<file path="src/rtl/fifo_stream_ctrl.sv">
// fifo_stream_ctrl: fill/drain sequencer for a 16-in/24-out FIFO.
// The fill side requests fixed bursts from a source when the buffer runs low.
// The drain side pops one sample per sample_tick, with a guard gap between pops.
// It keeps an authoritative bit-level occupancy count and reports underruns.
module fifo_stream_ctrl #(
    parameter int WR_W      = 16,
    parameter int RD_W      = 24,
    parameter int BUF_BITS  = 512,
    parameter int BURST_LEN = 8,
    parameter int LOW_BITS  = 128,
    parameter int POP_GUARD = 3
) (
    input  logic                      clk143,
    input  logic                      rst,
    input  logic                      en,
    output logic                      src_req,
    input  logic                      src_ack,
    input  logic                      src_valid,
    input  logic [WR_W-1:0]           src_data,
    output logic                      fifo_we,
    output logic [WR_W-1:0]           fifo_din,
    output logic                      fifo_pop,
    input  logic [RD_W-1:0]           fifo_dout,
    input  logic                      sample_tick,
    output logic [RD_W-1:0]           sample_out,
    output logic                      sample_valid,
    output logic                      underrun,
    output logic [15:0]               underrun_cnt,
    output logic [$clog2(BUF_BITS):0] level,
    output logic                      busy
);

    localparam int LVL_W = $clog2(BUF_BITS) + 1;
    localparam int CNT_W = $clog2(BURST_LEN + 1);
    localparam int GRD_W = $clog2(POP_GUARD + 1);

    typedef enum logic [1:0] {
        IDLE  = 2'd0,
        REQ   = 2'd1,
        BURST = 2'd2
    } fill_state_t;

    fill_state_t      state;
    fill_state_t      state_n;
    logic [CNT_W-1:0] word_cnt;
    logic [GRD_W-1:0] guard;
    logic             pending;

    logic wr_word;
    logic tick_req;
    logic svc;
    logic have_data;
    logic do_pop;
    logic do_under;

    // Saturating increment for the underrun counter.
    function automatic logic [15:0] sat_inc(input logic [15:0] v);
        return (v == 16'hFFFF) ? v : v + 16'd1;
    endfunction

    // Occupancy update in signed arithmetic: +WR_W per write, -RD_W per pop.
    function automatic logic [LVL_W-1:0] level_step(input logic [LVL_W-1:0] lvl,
                                                    input logic wr, input logic rd);
        logic signed [LVL_W+1:0] acc;
        acc = $signed({2'b00, lvl});
        if (wr) acc = acc + $signed((LVL_W+2)'(WR_W));
        if (rd) acc = acc - $signed((LVL_W+2)'(RD_W));
        return LVL_W'(acc);
    endfunction

    assign wr_word   = (state == BURST) && src_valid;
    assign tick_req  = en && sample_tick;
    assign svc       = en && (guard == '0) && (pending || sample_tick);
    assign have_data = (level >= LVL_W'(RD_W));
    assign do_pop    = svc && have_data;
    assign do_under  = svc && !have_data;
    assign busy      = (state != IDLE);

    // Fill FSM next-state logic; an ack takes priority over en falling in REQ.
    always_comb begin
        state_n = state;
        case (state)
            IDLE:    if (en && (level <= LVL_W'(LOW_BITS))) state_n = REQ;
            REQ:     if (src_ack) state_n = BURST;
                     else if (!en) state_n = IDLE;
            BURST:   if (src_valid && (word_cnt == CNT_W'(BURST_LEN - 1))) state_n = IDLE;
            default: state_n = IDLE;
        endcase
    end

    // Fill FSM state register, registered request and burst word counter.
    always_ff @(posedge clk143 or posedge rst) begin
        if (rst) begin
            state    <= IDLE;
            src_req  <= 1'b0;
            word_cnt <= '0;
        end else begin
            state   <= state_n;
            src_req <= (state_n == REQ);
            if (state == REQ && src_ack) word_cnt <= '0;
            else if (wr_word)            word_cnt <= word_cnt + CNT_W'(1);
        end
    end

    // Write path: each accepted source word is registered into the FIFO port.
    always_ff @(posedge clk143 or posedge rst) begin
        if (rst) begin
            fifo_we  <= 1'b0;
            fifo_din <= '0;
        end else begin
            fifo_we <= wr_word;
            if (wr_word) fifo_din <= src_data;
        end
    end

    // Occupancy moves on the same edge that raises fifo_we / fifo_pop.
    always_ff @(posedge clk143 or posedge rst) begin
        if (rst) level <= '0;
        else     level <= level_step(level, wr_word, do_pop);
    end

    // Drain path: guard spacing makes consecutive pops land POP_GUARD cycles apart,
    // giving the FIFO's registered dout time to settle on the new head.
    always_ff @(posedge clk143 or posedge rst) begin
        if (rst) begin
            guard        <= '0;
            pending      <= 1'b0;
            sample_out   <= '0;
            sample_valid <= 1'b0;
            fifo_pop     <= 1'b0;
        end else begin
            sample_valid <= 1'b0;
            fifo_pop     <= 1'b0;
            if (do_pop)              guard <= GRD_W'(POP_GUARD - 1);
            else if (guard != '0)    guard <= guard - GRD_W'(1);
            if (!en) begin
                pending <= 1'b0;
                if (sample_tick) begin
                    sample_valid <= 1'b1;
                    sample_out   <= '0;
                end
            end else if (svc) begin
                pending      <= 1'b0;
                sample_valid <= 1'b1;
                fifo_pop     <= do_pop;
                sample_out   <= do_pop ? fifo_dout : '0;
            end else if (tick_req) begin
                pending <= 1'b1;
            end
        end
    end

    // Underrun reporting; both flag and count clear while the stream is disabled.
    always_ff @(posedge clk143 or posedge rst) begin
        if (rst) begin
            underrun     <= 1'b0;
            underrun_cnt <= '0;
        end else if (!en) begin
            underrun     <= 1'b0;
            underrun_cnt <= '0;
        end else if (do_under) begin
            underrun     <= 1'b1;
            underrun_cnt <= sat_inc(underrun_cnt);
        end
    end

    level_bound_a: assert property (@(posedge clk143) disable iff (rst)
                                    level <= LVL_W'(BUF_BITS));

endmodule

</file>
<file path="config.mk">
export PLATFORM = sky130hd
export DESIGN_NAME = fifo_stream_ctrl
export DESIGN_NICKNAME = d
export VERILOG_FILES = /design/src/rtl/fifo_stream_ctrl.sv
export SDC_FILE = /design/constraint.sdc
export NUM_CORES = 1
export LEC_CHECK = 0
export ABC_AREA = 0
export ABC_CLOCK_PERIOD_IN_PS = 2800
export BUFFER_PORTS_ARGS = -buffer_cell sky130_fd_sc_hd__buf_2
export CORE_AREA = 5 5 75 105
export CTS_BUF_LIST = sky130_fd_sc_hd__clkbuf_4 sky130_fd_sc_hd__clkbuf_8
export DETAILED_ROUTE_END_ITERATION = 8
export DIE_AREA = 0 0 80 110
export GPL_ROUTABILITY_DRIVEN = 0
export PLACE_DENSITY = 0.89
export SYNTH_ARGS = -nofsm -noshare
export SYNTH_HDL_FRONTEND = slang
export SYNTH_SLANG_ARGS = --single-unit
</file>
<file path="constraint.sdc">
create_clock -name clk143 -period 2.8 [get_ports clk143]
set_input_delay 0 -clock clk143 [delete_from_list [all_inputs] [get_ports clk143]]
set_output_delay 0 -clock clk143 [all_outputs]
set_load 0.01 [all_outputs]
</file>
==> run summary, run 1 <==
status -> completed
Worst slew margin -> 0.1418
Slew Viols, Final -> 0
static leakage -> 2.470 nW
row count -> 36
Post-Syn Instances -> 323
async set-or-reset flop fraction in the synthesized netlist -> 1.000
largest cells by area after synthesis -> dfrtp_1 (56%), nand2_1 (6.7%), a22o_1 (6.1%)
total track usage -> 0.2307
Post-Syn Area per Cell -> 10.60 um^2
max_cap viols -> 0
min cycle time layout -> 2538 ps
nets -> 537
final setup skew -> 7.116 ps
endpoints failing hold -> 0
CP peak stage delay -> 1090 ps
Syn-to-layout area delta -> 38.47%
latest clock arrival within the worst-skew pair -> 340 ps
worst hold path class -> in2reg
final instance area -> 0.004742 mm^2
I/O pins -> 118
initial antenna violation count -> 0
first-pass GRT wire length -> 15.55 mm
critical path type -> reg2reg
Starting Density -> 0.5002
first-pass iteration count of the detailed router -> 5
CTS resizes -> 0
antenna-violating nets left -> 0
Primary FF master, synth -> dfrtp_1
Worst Setup End Kind -> flop
worst path cell trace -> and4_1, nand4_1, o31ai_1, mux2i_1, nor2_1
Pwr Density -> 863.1 mW/mm^2
Synth area leader -> dfrtp_1
top cell type's share of synthesized area -> 0.5627
period utilization -> 0.9065
largest net degree at the start of global routing -> 39
number of remaining DRC errors -> 0
final cell count without fillers -> 584
grt ovf -> 0
vias in the first global route -> 3286
Yosys reg bits -> 77
wire length per cell -> 16.23 um
Max clock buf depth -> 2
Seq/Total Area, Yosys -> 0.5627
post-placement cell count -> 525
Cell Area, Synth -> 0.003425 mm^2
Max rail drop VDD -> 0.4953 mV
critical path data required time -> 3010 ps
clock transition at the registers of the reported paths -> 70 ps
filler cell count in the final layout -> 524
CP max FO -> 12
RSZ-0062 raised after global routing -> no
CTS tree -> yes
die area -> 0.008800 mm^2
setup_tns -> 0 ps
number of buffers added on ports -> 114
synth cell count leaders -> dfrtp_1 (77), nand2_1 (61), a22o_1 (24), nor2_1 (15), a21oi_1 (12)
ant diodes -> 0
die extent in x -> 80 um
routed wire length -> 9.479 mm
Vias -> 3077
CTS sink count -> 77
Clock Tree Root -> clkbuf_8
Critical Path AT -> 2750 ps
CTS buffer count -> 9
initial DRC count -> 176
number of synthesized flops with an enable pin -> 0
transition time at the pin with the least slew margin -> 1276 ps
top-count cell post-synth -> dfrtp_1
startpoint types -> flop
share of layout cells above drive strength 1 -> 0.2965
H-tree depth -> 3
Max Freq -> 394.0 MHz
Distinct cells, synth -> 46
CP max stage cell -> o31ai_1
post-DP HPWL -> 5.930 mm
Vias/cell -> 5.269
core area -> 0.006847 mm^2
placed cell areas -> 0.004098 mm^2
endpoints failing setup -> 0
Yosys warning count -> 0
Die Height -> 110 um
## critical path: cells and delay by family (launching register included)
| family | cells | cell delay, ps |
|---|---|---|
| compound gates | 1 | 1090 |
| simple gates | 3 | 600 |
| flops | 1 | 440 |
| mux | 1 | 280 |
## worst paths after layout
check	start	end	slack (ps)	cells past startpoint
setup / recovery	underrun_cnt[7]$_DFFE_PP0P_	underrun_cnt[1]$_DFFE_PP0P_	260	5
hold / removal	src_valid	word_cnt[2]$_DFFE_PP0P_	40	3
setup reg to reg	underrun_cnt[7]$_DFFE_PP0P_	underrun_cnt[1]$_DFFE_PP0P_	260	5
hold reg to reg	fifo_din[2]$_DFFE_PP0N_	fifo_din[2]$_DFFE_PP0N_	480	2
max in group asynchronous	rst	level[4]$_DFF_PP0_	1920	4
min in group asynchronous	rst	sample_out[21]$_DFFE_PP0P_	130	3
## placed cells by master (no fill, tap or decap), drive strengths merged, types with 5 or more instances in the layout
| cell | Yosys | routed |
|---|---|---|
| nor3 | 5 | 5 |
| o21ai | 10 | 10 |
| o31ai | 6 | 6 |
| inv | 9 | 9 |
| nand3 | 10 | 10 |
| nand2 | 61 | 61 |
| clkbuf | 11 | 14 |
| nand4 | 9 | 9 |
| dfrtp | 77 | 77 |
| a21oi | 12 | 12 |
| buf | 5 | 121 |
| xor2 | 6 | 6 |
| a22o | 24 | 24 |
| xnor2 | 10 | 10 |
| o211ai | 5 | 5 |
| dlygate4sd3 | 0 | 44 |
| nor2 | 15 | 15 |
| ha | 6 | 6 |
| or3 | 6 | 6 |
## stage by stage
stage          power (mW)  hold WS [ps]    util  setup WS (ps)
6_report            4.093         41.47  0.6926          261.8
5_1_grt             4.359         83.63  0.6926          37.91
4_1_cts             4.082         19.76  0.6926          302.2
3_5_place_dp        3.170        -61.98  0.5985          316.7
3_3_place_gp        3.100        -65.45  0.5985          424.1
2_1_floorplan       2.628         105.4       -          577.5
## cell type report
type	instances	area, um^2	area share
Clock buffer	14	173.9	0.03668
Clock inverter	1	30.03	0.006332
Inverter	11	41.29	0.008707
Multi-Input combinational cell	221	1388	0.2926
Sequential cell	77	1927	0.4063
Tap cell	95	118.9	0.02507
Timing Repair Buffer	165	1064	0.2243
## logic make-up (layout without fill, tap and decap cells)
group           Yosys count  count (layout)  synth area share
compound gates           69              69            0.1527
xor+xnor                 16              16           0.04092
fa+ha+maj                 6               6           0.02192
mux                       5               5           0.01535
buf+inv                  27             191           0.03544
flops                    77              77            0.5627
simple gates            122             122            0.1699
other cells               1               3          0.001095
## sequential cells by signal, indices dropped and copies added (netlist names), 2 cells and up
signal        flops
sample_out       24
fifo_din         16
underrun_cnt     16
level             7
word_cnt          4
guard             2
state             2
## repair_timing
| item | 4_1_cts | 5_1_grt |
|---|---|---|
| hold buffers | 44 | 0 |
| buffers inserted | 0 | 0 |
| hold endpoints to repair | 85 | 0 |
| setup endpoints to repair | 0 | 0 |
## per-layer routing
layer  up-vias  part of all wire  global-route usage
li1       1454                 -                   -
met4         0             0.028              0.1268
met2       120              0.55              0.4123
met3        25             0.056             0.04878
met5         -                 0                   0
met1      1478              0.36              0.2524
## where the power goes
group	internal [mW]	switching [mW]	leakage [nW]
Clock	0.487	0.370	0.107
Combinational	0.664	0.791	1.35
Sequential	1.46	0.325	1.01
(Power assumes the default switching activity.)
==> run 2, diff against run 1 <==
CORE_AREA = 5 5 86 119   (was 5 5 75 105)
DIE_AREA = 0 0 91 124   (was 0 0 80 110)
PLACE_DENSITY = 0.72   (was 0.89)
==> run summary, run 2 (synthesis gave the netlist of run 1 again) <==
status -> completed
clock transition at the registers of the reported paths -> 70 ps
clock network power share -> 0.217
endpoints failing hold -> 0
Die Height -> 124 um
initial DRC count -> 138
Vias/cell -> 5.005
setup_tns -> 0 ps
Clock Tree Root -> clkbuf_8
logic gate share of total power -> 0.350
Syn-to-layout area delta -> 38.98%
first-pass GRT wire length -> 14.28 mm
critical path type -> reg2reg
grt ovf -> 0
max_cap viols -> 0
Starting Density -> 0.3815
CTS sink count -> 77
final setup skew -> 10.92 ps
Max Freq -> 449.9 MHz
largest net degree at the start of global routing -> 62
antenna-violating nets left -> 0
CP bufs+invs -> 1
number of buffers added on ports -> 114
wire length per cell -> 14.47 um
nets -> 536
switching share of power -> 0.3578
ant diodes -> 0
most frequent cells in the layout -> buf_2 (114), dfrtp_1 (77), nand2_1 (61)
NetSw -> 1.454 mW
placed cell areas -> 0.004114 mm^2
first-pass iteration count of the detailed router -> 6
latest clock arrival within the worst-skew pair -> 350 ps
Critical Path AT -> 2480 ps
critical path data required time -> 3060 ps
routed wire length -> 8.623 mm
die area -> 0.01128 mm^2
period utilization -> 0.7939
leading cell type in the layout, fill and taps excluded -> buf_2
filler cell count in the final layout -> 780
Setup Fix Bufs, Post-CTS -> 0
largest delay contributor family on the critical path -> simple AND/OR/NAND/NOR gates
total track usage -> 0.1572
Worst path depth -> 6
area of the multi-input gates -> 0.001388 mm^2
CP max FO -> 11
CP max stage cell -> or4_4
post-DP HPWL -> 5.777 mm
Worst slew margin -> 0.3126
share of layout cells above drive strength 1 -> 0.2986
worst hold path class -> in2reg
die extent in x -> 91 um
internal power -> 2.610 mW
row count -> 41
H-tree depth -> 3
I/O pins -> 118
RSZ-0062 raised after global routing -> no
startpoint types -> flop
Worst Setup End Kind -> flop
Max rail drop VDD -> 0.4234 mV
Reg area -> 0.001927 mm^2
endpoints failing setup -> 0
initial antenna violation count -> 0
CP peak stage delay -> 600 ps
Vias -> 2983
part of the power in registers -> 0.433
Slew Viols, Final -> 0
Pwr Density -> 853.8 mW/mm^2
number of remaining DRC errors -> 0
Max clock buf depth -> 2
core area -> 0.008977 mm^2
CTS buffer count -> 9
static leakage -> 2.468 nW
transition time at the pin with the least slew margin -> 1030 ps
top flop regs -> sample_out x24, fifo_din x16, underrun_cnt x16
vias in the first global route -> 3036
CTS tree -> yes
hold path cells -> 3
max reg flops -> 24
final instance area -> 0.004760 mm^2
worst path cell trace -> or4_4, nor4_4, buf_4, o211ai_2, or3_1, a21oi_1
R2R depth -> 6
min cycle time layout -> 2223 ps
Largest Register -> sample_out
run 2: cell count changes in the layout (fill, tap and decap cells not counted), sizes merged:
cell         previous run  this run
clkinvlp                0         1
clkbuf                 14        13
inv                     9         8
clkinv                  2         4
dlygate4sd3            44        43
run 2: repair_timing:
action / CTS / global route
resized for setup: 0 / 0
hold buffers: 43 / 0
endpoints found under the hold margin: 106 / 0
run 2: final timing paths:
path	from	end	slack [ps]
worst max register to register	level[6]$_DFF_PP0_	underrun_cnt[13]$_DFFE_PP0P_	580
max in group asynchronous	rst	fifo_din[14]$_DFFE_PP0N_	1570
worst min-delay path	src_valid	word_cnt[2]$_DFFE_PP0P_	40
worst max-delay path	level[6]$_DFF_PP0_	underrun_cnt[13]$_DFFE_PP0P_	580
worst min register to register	fifo_din[10]$_DFFE_PP0N_	fifo_din[10]$_DFFE_PP0N_	470
min in group asynchronous	rst	sample_out[22]$_DFFE_PP0P_	430
run 2: per-stage QoR:
| step | power (mW) | instances | utilization | hold WS (ps) | setup WS (ps) |
|---|---|---|---|---|---|
| global route | 4.365 | 596 | 0.5302 | 61.01 | 412.9 |
| finish | 4.064 | 596 | 0.5302 | 35.90 | 577.2 |
| global placement | 3.113 | 537 | 0.4583 | 189.7 | 652.0 |
| detailed placement | 3.159 | 537 | 0.4583 | 191.6 | 603.7 |
| floorplan | 2.628 | 325 | - | 105.4 | 577.5 |
| CTS | 4.120 | 596 | 0.5302 | 10.35 | 580.8 |
run 2: layer usage:
layer | GRT usage | part of all wire | up-vias
met5 | 0 | 0 | -
met4 | 0.08165 | 0.024 | 0
met3 | 0.03867 | 0.052 | 18
met2 | 0.2721 | 0.52 | 90
met1 | 0.1796 | 0.40 | 1415
li1 | - | - | 1460
run 2: area by class of cell:
| class | instances | share of cell area |
|---|---|---|
| clock buffer | 13 | 0.03628 |
| multi-input combinational | 221 | 0.2915 |
| timing repair buffer | 164 | 0.2213 |
| tap | 107 | 0.02813 |
| inverter | 11 | 0.008938 |
| sequential | 77 | 0.4048 |
| clock inverter | 3 | 0.008938 |
run 2: worst reg2reg max path, cell delays in order, from the launching register on:
cell      delay (ps)
dfrtp_1          500
or4_4            600
nor4_4           190
buf_4            190
o211ai_2         160
or3_1            350
a21oi_1          150
run 2: power by group through the flow:
stage          sequential (mW)  combinational [mW]  clock (mW)
6_report                  1.76                1.42       0.884
5_1_grt                   1.81                1.59       0.962
4_1_cts                   1.76                1.44       0.925
3_5_place_dp              1.76                1.40           0
3_3_place_gp              1.76                1.35           0
2_1_floorplan             1.83               0.801           0
==> run 3, diff against run 2 <==
ABC_CLOCK_PERIOD_IN_PS = 2120   (was 2800)
clock period = 2.12 ns   (was 2.8 ns; I/O delays follow)
==> run summary, run 3 (synthesis gave the netlist of run 1 again) <==
Final Util -> 0.5692
worst path cell trace -> buf_6, inv_4, ha_4, o21a_4, nor4_4, buf_6, o31ai_4, or4_4, a21oi_2
switching share of power -> 0.3543
part of the power in registers -> 0.380
vias in the first global route -> 3293
wire length per cell -> 15.32 um
largest delay contributor family on the critical path -> simple AND/OR/NAND/NOR gates
Worst slew margin -> 0.6109
critical path type -> reg2reg
nets -> 567
row count -> 41
clock network power share -> 0.219
static leakage -> 2.619 nW
Reg area -> 0.001928 mm^2
Vias -> 3201
core area -> 0.008977 mm^2
die extent in x -> 91 um
first-pass GRT wire length -> 15.41 mm
leading cell type in the layout, fill and taps excluded -> buf_2
endpoints failing hold -> 0
grt ovf -> 0
filler cell count in the final layout -> 745
Max rail drop VDD -> 0.6033 mV
Slew Viols, Final -> 0
largest net degree at the start of global routing -> 45
initial DRC count -> 197
min cycle time layout -> 2117 ps
Vias/cell -> 5.105
Max Freq -> 472.3 MHz
clock transition at the registers of the reported paths -> 80 ps
Critical Path AT -> 2400 ps
top flop regs -> sample_out x24, fifo_din x16, underrun_cnt x16
max_cap viols -> 0
antenna-violating nets left -> 0
share of layout cells above drive strength 1 -> 0.3538
number of buffers added on ports -> 114
number of remaining DRC errors -> 0
critical path data required time -> 2410 ps
worst hold path class -> in2reg
die area -> 0.01128 mm^2
Syn-to-layout area delta -> 49.21%
H-tree depth -> 3
Largest Register -> sample_out
Max clock buf depth -> 2
Pwr Density -> 1138 mW/mm^2
CTS tree -> yes
ant diodes -> 0
first-pass iteration count of the detailed router -> 4
post-DP HPWL -> 6.201 mm
endpoints failing setup -> 0
CP max FO -> 6
status -> completed
CP max stage cell -> or4_4
Worst Setup End Kind -> flop
NetSw -> 2.061 mW
final setup skew -> 11.69 ps
period utilization -> 0.9987
I/O pins -> 118
Clock Tree Root -> clkbuf_8
CP bufs+invs -> 3
internal power -> 3.756 mW
total track usage -> 0.1686
startpoint types -> flop
logic gate share of total power -> 0.400
most frequent cells in the layout -> buf_2 (114), dfrtp_1 (76), nand2_1 (61)
initial antenna violation count -> 0
area of the multi-input gates -> 0.001441 mm^2
Starting Density -> 0.3815
max reg flops -> 24
critical path's most frequent cell -> buf_6
transition time at the pin with the least slew margin -> 583.0 ps
CTS buffer count -> 9
RSZ-0062 raised after global routing -> yes
CP peak stage delay -> 530 ps
routed wire length -> 9.606 mm
setup_tns -> 0 ps
latest clock arrival within the worst-skew pair -> 350 ps
Die Height -> 124 um
CTS sink count -> 77
run 3: metal layers:
| metal | up-vias | GRT usage | part of all wire |
|---|---|---|---|
| li1 | 1518 | - | - |
| met1 | 1550 | 0.1907 | 0.38 |
| met2 | 113 | 0.2965 | 0.54 |
| met3 | 20 | 0.03444 | 0.053 |
| met4 | 0 | 0.09358 | 0.029 |
| met5 | - | 0 | 0 |
run 3: final timing paths:
| kind | cells after the start | slack, ps | to | startpoint |
|---|---|---|---|---|
| worst max-delay path | 9 | 3 | underrun_cnt[4]$_DFFE_PP0P_ | level[5]$_DFF_PP0_ |
| max in group asynchronous | 4 | 1240 | level[5]$_DFF_PP0_ | rst |
| min in group asynchronous | 3 | 230 | sample_out[0]$_DFFE_PP0P_ | rst |
| worst min-delay path | 3 | 50 | state[0]$_DFF_PP0_ | src_ack |
| worst min register to register | 2 | 480 | fifo_din[11]$_DFFE_PP0N_ | fifo_din[11]$_DFFE_PP0N_ |
| worst max register to register | 9 | 3 | underrun_cnt[4]$_DFFE_PP0P_ | level[5]$_DFF_PP0_ |
run 3: repair_timing:
action,in CTS,in global routing
gates resized for setup,2,11
setup endpoints to repair,2,10
pin swaps,0,6
hold buffers,44,0
hold endpoints to repair,77,0
buffers inserted,1,12
run 3: power groups by stage:
stage | logic [mW] | clock network [mW] | registers [mW]
finish | 2.33 | 1.28 | 2.21
detailed placement | 2.16 | 0 | 2.21
floorplan | 1.06 | 0 | 2.41
global placement | 2.08 | 0 | 2.20
global route | 2.57 | 1.40 | 2.26
CTS | 2.23 | 1.32 | 2.20
run 3: final cells by class:
type,instances,share of cell area
clock buffers,11,0.02963
inverters,11,0.009060
well taps,107,0.02620
clock inverters,5,0.01616
multi-input cells,221,0.2821
flip-flops and latches,77,0.3773
repair buffers,195,0.2595
run 3: stage by stage:
stage / instances / total power, mW / hold slack (ps) / cell area [um^2] / setup slack, ps
2_1_floorplan: 325 / 3.474 / 105.4 / 3442 / -80.80
3_3_place_gp: 554 / 4.278 / 72.79 / 4274 / 15.94
3_5_place_dp: 554 / 4.375 / 78.93 / 4274 / -38.56
4_1_cts: 615 / 5.748 / 27.40 / 4969 / 8.466
5_1_grt: 627 / 6.235 / 37.70 / 5110 / -98.78
6_report: 627 / 5.817 / 52.42 / 5110 / 2.688
run 3: worst reg2reg max path: stages (launching register included):
cell and delay (ps):
dfrtp_2 380, buf_6 130, inv_4 40, ha_4 150, o21a_4 220, nor4_4 230
buf_6 160, o31ai_4 90, or4_4 530, a21oi_2 140
